--- config.mk ---
export PLATFORM = sky130hd
export DESIGN_NAME = endian_swapper_scheduler
export DESIGN_NICKNAME = d
export VERILOG_FILES = /design/src/rtl/endian_swapper_pkg.sv /design/src/rtl/endian_swapper_scheduler_rr_arbiter.sv /design/src/rtl/endian_swapper_scheduler.sv
export SDC_FILE = /design/constraint.sdc
export NUM_CORES = 1
export LEC_CHECK = 0
export CAP_MARGIN = 15
export CORE_AREA = 2 2 156 158
export CTS_BUF_LIST = sky130_fd_sc_hd__clkbuf_8
export CTS_CLUSTER_SIZE = 10
export DETAILED_ROUTE_END_ITERATION = 8
export DIE_AREA = 0 0 158 160
export PLACE_DENSITY = 0.59
export SLEW_MARGIN = 10
export SYNTH_ARGS = -nofsm -noshare
export SYNTH_HDL_FRONTEND = slang
export SYNTH_SLANG_ARGS = --single-unit
--- constraint.sdc ---
create_clock -name clk -period 2.8 [get_ports clk]
set_clock_uncertainty 0.05 [all_clocks]
set_input_delay 0.42 -clock clk [delete_from_list [all_inputs] [get_ports clk]]
set_output_delay 0.42 -clock clk [all_outputs]
set_load 0.005 [all_outputs]
--- src/rtl/endian_swapper_pkg.sv ---
// endian_swapper_pkg: shared scheduler states and swapper CSR map.
package endian_swapper_pkg;
  typedef enum logic [1:0] {IDLE, CFG, PASS} sched_state_t;
  localparam logic [1:0] CSR_ADDR_CTRL      = 2'd0;
  localparam logic [1:0] CSR_ADDR_PKT_COUNT = 2'd1;
  localparam int         CSR_CTRL_SWAP_BIT  = 0;
endpackage

--- src/rtl/endian_swapper_scheduler_rr_arbiter.sv ---
// rr_arbiter: combinational round-robin pick of the first request at or after ptr.
module rr_arbiter #(
  parameter int N = 4,
  parameter int W = $clog2(N)
) (
  input  logic [N-1:0] req,
  input  logic [W-1:0] ptr,
  output logic [N-1:0] gnt,
  output logic [W-1:0] gnt_id,
  output logic         any
);
  logic [W:0] idx;
  always_comb begin
    gnt    = '0;
    gnt_id = '0;
    any    = 1'b0;
    idx    = '0;
    for (int i = 0; i < N; i++) begin
      idx = {1'b0, ptr} + (W+1)'(i);
      idx = (idx >= (W+1)'(N)) ? idx - (W+1)'(N) : idx;
      if (!any && req[idx[W-1:0]]) begin
        any              = 1'b1;
        gnt_id           = idx[W-1:0];
        gnt[idx[W-1:0]]  = 1'b1;
      end
    end
  end
endmodule

--- src/rtl/endian_swapper_scheduler.sv ---
// endian_swapper_scheduler: packet-atomic round-robin sharing of one endian swapper,
// reprogramming the swapper's byteswap mode over CSR before a mode-mismatched grant.
module endian_swapper_scheduler
  import endian_swapper_pkg::*;
#(
  parameter int NUM_PORTS  = 4,
  parameter int DATA_BYTES = 8
) (
  input  logic                                    clk,
  input  logic                                    reset_n,
  input  logic [NUM_PORTS*DATA_BYTES*8-1:0]       in_data,
  input  logic [NUM_PORTS*$clog2(DATA_BYTES)-1:0] in_empty,
  input  logic [NUM_PORTS-1:0]                    in_valid,
  input  logic [NUM_PORTS-1:0]                    in_startofpacket,
  input  logic [NUM_PORTS-1:0]                    in_endofpacket,
  output logic [NUM_PORTS-1:0]                    in_ready,
  input  logic [NUM_PORTS-1:0]                    port_swap,
  output logic [DATA_BYTES*8-1:0]                 out_data,
  output logic [$clog2(DATA_BYTES)-1:0]           out_empty,
  output logic                                    out_valid,
  output logic                                    out_startofpacket,
  output logic                                    out_endofpacket,
  input  logic                                    out_ready,
  output logic [1:0]                              csr_address,
  output logic                                    csr_write,
  output logic [31:0]                             csr_writedata,
  output logic                                    csr_read,
  input  logic                                    csr_waitrequest,
  output logic                                    grant_valid,
  output logic [$clog2(NUM_PORTS)-1:0]            grant_id,
  output logic                                    cur_swap,
  output logic                                    proto_err
);
  localparam int DW = DATA_BYTES * 8;
  localparam int EW = $clog2(DATA_BYTES);
  localparam int W  = $clog2(NUM_PORTS);
  sched_state_t   state, state_d;
  logic [W-1:0]   gid, gid_d, rr_ptr, rr_d, win_id;
  logic           cur_d, tgt_swap, tgt_d, win_any;
  logic [NUM_PORTS-1:0] eligible, orphan, win_gnt;
  assign eligible = in_valid & in_startofpacket;
  assign orphan   = in_valid & ~in_startofpacket;
  assign csr_read = 1'b0;
  assign grant_id = grant_valid ? gid : '0;
  rr_arbiter #(.N(NUM_PORTS)) u_arb (
    .req    (eligible),
    .ptr    (rr_ptr),
    .gnt    (win_gnt),
    .gnt_id (win_id),
    .any    (win_any)
  );
  always_ff @(posedge clk or negedge reset_n) begin
    if (!reset_n) begin
      state    <= IDLE;
      gid      <= '0;
      rr_ptr   <= '0;
      cur_swap <= 1'b0;
      tgt_swap <= 1'b0;
    end else begin
      state    <= state_d;
      gid      <= gid_d;
      rr_ptr   <= rr_d;
      cur_swap <= cur_d;
      tgt_swap <= tgt_d;
    end
  end
  // Orphan drops are gated by reset_n so nothing is acknowledged while in reset.
  always_comb begin
    state_d           = state;
    gid_d             = gid;
    rr_d              = rr_ptr;
    cur_d             = cur_swap;
    tgt_d             = tgt_swap;
    out_data          = '0;
    out_empty         = '0;
    out_valid         = 1'b0;
    out_startofpacket = 1'b0;
    out_endofpacket   = 1'b0;
    in_ready          = '0;
    csr_write         = 1'b0;
    csr_address       = CSR_ADDR_CTRL;
    csr_writedata     = '0;
    proto_err         = 1'b0;
    grant_valid       = state != IDLE;
    case (state)
      IDLE: begin
        in_ready  = orphan & {NUM_PORTS{reset_n}};
        proto_err = reset_n & |orphan;
        if (win_any) begin
          gid_d   = win_id;
          tgt_d   = |(win_gnt & port_swap);
          state_d = (|(win_gnt & port_swap)) == cur_swap ? PASS : CFG;
        end
      end
      CFG: begin
        csr_write                        = 1'b1;
        csr_writedata[CSR_CTRL_SWAP_BIT] = tgt_swap;
        cur_d   = csr_waitrequest ? cur_swap : tgt_swap;
        state_d = csr_waitrequest ? CFG : PASS;
      end
      PASS: begin
        for (int p = 0; p < NUM_PORTS; p++) begin
          if (W'(p) == gid) begin
            out_data          = in_data[p*DW +: DW];
            out_empty         = in_empty[p*EW +: EW];
            out_valid         = in_valid[p];
            out_startofpacket = in_startofpacket[p];
            out_endofpacket   = in_endofpacket[p];
            in_ready[p]       = out_ready;
          end
        end
        if (out_valid && out_ready && out_endofpacket) begin
          state_d = IDLE;
          rr_d    = (gid == W'(NUM_PORTS-1)) ? '0 : gid + 1'b1;
        end
      end
      default: state_d = IDLE;
    endcase
  end
endmodule

==> results by group <==
Worst setup path
  • Reg2Reg Depth: 10
  • CP Buf/Inv Count: 4
  • R2r startpoint: gid[0]
  • Slowest cell on crit path: clkdlybuf4s50_1
  • WP data arrival: 2460 ps
  • Critical path capture point type: output port
  • Crit start category: flop
  • FF-to-FF End: state[1]
  • Worst-path cell chain: buf_4 -> ha_4 -> nor2b_4 -> buf_4 -> clkbuf_16 -> a221oi_1 -> nor3_2 -> a21oi_1 -> nor2_1 -> clkdlybuf4s50_1
  • CP max stage delay: 520 ps
  • FF-to-FF setup slack: ~400 ps
  • WP data required: ~2300 ps
  • Cell mode on critical path: buf_4
  • Setup CP Type: reg -> out
  • CP Max Fanout: 6
  • Family with the most delay on the worst path: buffers and inverters

Job
  • # Max-Cap Violations: 0

Pwr
  • LEAKAGE: 3.71 nW
  • PwrDens: 928 nW/µm²
  • Pwr Total: 7.57 mW
  • Worst vdd ir: 0.398 mV

Logic synthesis
  • Top post-synthesis cells by area: a221oi_1, nor2_1, a21oi_1
  • Synth Flop Type: dfrtp_1
  • Post-Syn Area: between 3000 and 4000 µm²
  • EDFF count, synth: 0
  • Post-synthesis async set-or-reset flop share: 1.00
  • Most frequent cell after synthesis: nor2_1
  • YS warnings: 0
  • Synthesized flop and latch total: 8
  • Post-synth top area share: 0.182
  • Synth area leader: a221oi_1
  • Sequential element share of the synthesized area: 0.0587
  • Cells after Synth: 575
  • Avg Synthesized Cell Area: 5.93 µm²
  • Yosys cell types: 48
  • Synth top cells by count: nor2_1, a21oi_1, a221oi_1, nor3_1, clkbuf_1

Placement
  • Hpwl dp: 17300 µm
  • Port Buffer Count: 368
  • Post-DP Area: 7610 µm²
  • GPL Wtd Cong: 0.902

STA
  • RSZ-0062 raised after global routing: true
  • Finish-stage setup viols: 8
  • Final slew viol count: 0
  • Setup TNS: -513 ps
  • Part of the cycle the worst path needs: 1.05
  • Final Hold Fails: 0
  • Fmax: about 0.34 GHz
  • Setup WS post-layout: -135 ps
  • Crit path time final: between 2000 and 3000 ps

Hold path
  • Hold WC Path Type: in -> async

Global routing
  • Vias in the first global route: 5571
  • Pin count of the biggest net entering global routing: 48
  • Antenna violations before repair: 1
  • Total track usage: 0.161
  • First-pass GRT wire length: ~32000 µm
  • GR Overflow Total: 0

Clock network
  • Hold buffer count at CTS: 0
  • TritonCTS clock tree: built
  • Clock Tree Root: clkbuf_8
  • Htree depth: 1
  • Sink Count: 8
  • Reg clk slew, reported paths: roughly 40 ps
  • Clock Latency Late Sink: ~220 ps
  • Longest Clk Path Bufs: 2
  • CTS buffer count: 3

Layout
  • Design area: 8160 µm²
  • Fraction of layout cells with a size suffix above 1: 0.119
  • FILL cells: 2552
  • Post-layout net count: between 1000 and 1500
  • Synth-to-layout area growth: 139%

Floorplan
  • DIE AREA: 25300 µm²
  • Row Count: 57
  • Core area: between 20000 and 25000 µm²
  • IO Pins: 403
  • Initial core utilization: 0.143
  • Die W: 158 µm
  • Die Ht: ~160 µm

Drt
  • Drt drc: 0
  • Drt first pass iters: 5
  • Antenna-violating nets left: 0
  • DRT Wirelength: 23200 µm
  • Drt via density: 4.60
  • Overall via count from detail_route: 5877
  • Drt wl/cell: 18.2 µm
  • Starting DRC count in detailed routing: 426

Outcome
  • Status: complete, but fails checks
  • Failing checks: setup timing
[per-stage QoR]
| stage | util | instances | worst slack [ps] | hold WS [ps] |
|---|---|---|---|---|
| 2_1_floorplan | - | 608 | 406 | 74.4 |
| 3_3_place_gp | 0.319 | 1251 | -15.8 | 467 |
| 3_5_place_dp | 0.319 | 1251 | -44.6 | 485 |
| 4_1_cts | 0.332 | 1267 | -76.9 | 461 |
| 5_1_grt | 0.343 | 1276 | -226 | 469 |
| 6_report | 0.343 | 1277 | -135 | 464 |
[final cells by class]
class | count | area [µm²] | share of cell area
repair buffers | 433 | 4490 | 0.550
multi-input cells | 497 | 2970 | 0.364
well taps | 324 | 405 | 0.0497
flip-flops and latches | 8 | 200 | 0.0245
inverters | 11 | 51.3 | 0.00629
clock buffers | 3 | 41.3 | 0.00506
diodes | 1 | 2.50 | 0.000307
[worst max path at each step]
| stage | start | to | cells past startpoint |
|---|---|---|---|
| floorplan | gid[0] | out_data[53] | 10 |
| global placement | gid[0] | out_data[16] | 10 |
| detailed placement | gid[0] | out_data[16] | 10 |
| CTS | gid[0] | out_data[5] | 9 |
| global route | gid[0] | out_data[60] | 10 |
| finish | gid[0] | out_data[2] | 10 |
[report_power, final]
group	switching [mW]	total (mW)	internal, mW
logic	3.59	7.21	3.62
clock network	0.0408	0.133	0.0927
registers	0.0513	0.224	0.173
[per-layer routing]
metal / GRT usage / wire, µm / share of wire
met1: 0.203 / 9700 / 0.42
met2: 0.290 / 11300 / 0.49
met3: 0.0239 / 1700 / 0.073
met4: 0.0336 / 563 / 0.024
met5: 0 / 0 / 0
[logic make-up (layout without fill, tap and decap cells)]
family | count (synthesis) | count (layout) | synth area share
other cells | 1 | 35 | 0.00110
flops | 8 | 8 | 0.0587
simple gates | 262 | 262 | 0.341
fa+ha+maj | 12 | 12 | 0.0440
buf+inv | 103 | 447 | 0.157
mux | 4 | 4 | 0.0228
compound gates | 185 | 185 | 0.375
[cells in the final DEF, fill, tap and decap left out, types with 4 or more instances in the layout]
master / n
nand2_1: 19
a221oi_1: 56
clkdlybuf4s50_1: 305
a21oi_1: 75
buf_12: 12
a221oi_2: 15
o21ai_0: 11
ha_1: 8
buf_4: 46
conb_1: 34
nor2b_1: 4
dlygate4sd2_1: 20
nor3_1: 68
nand3_1: 6
dlymetal6s2s_1: 39
clkbuf_2: 4
nor2_1: 143
dfrtp_1: 8
inv_1: 6
[state kept, by name, indices dropped and copies added (netlist names)]
name / cells
gid: 2
rr_ptr: 2
tgt_swap: 1
state: 2
cur_swap: 1
[what timing repair did]
item	in CTS	in global routing
setup buffers	9	8
gates cloned	4	2
endpoints found under the hold margin	0	0
endpoints found under the setup margin	61	50
pin swaps	3	11
gates resized for setup	42	60
Note: power is estimated with default switching activity, not from simulation.
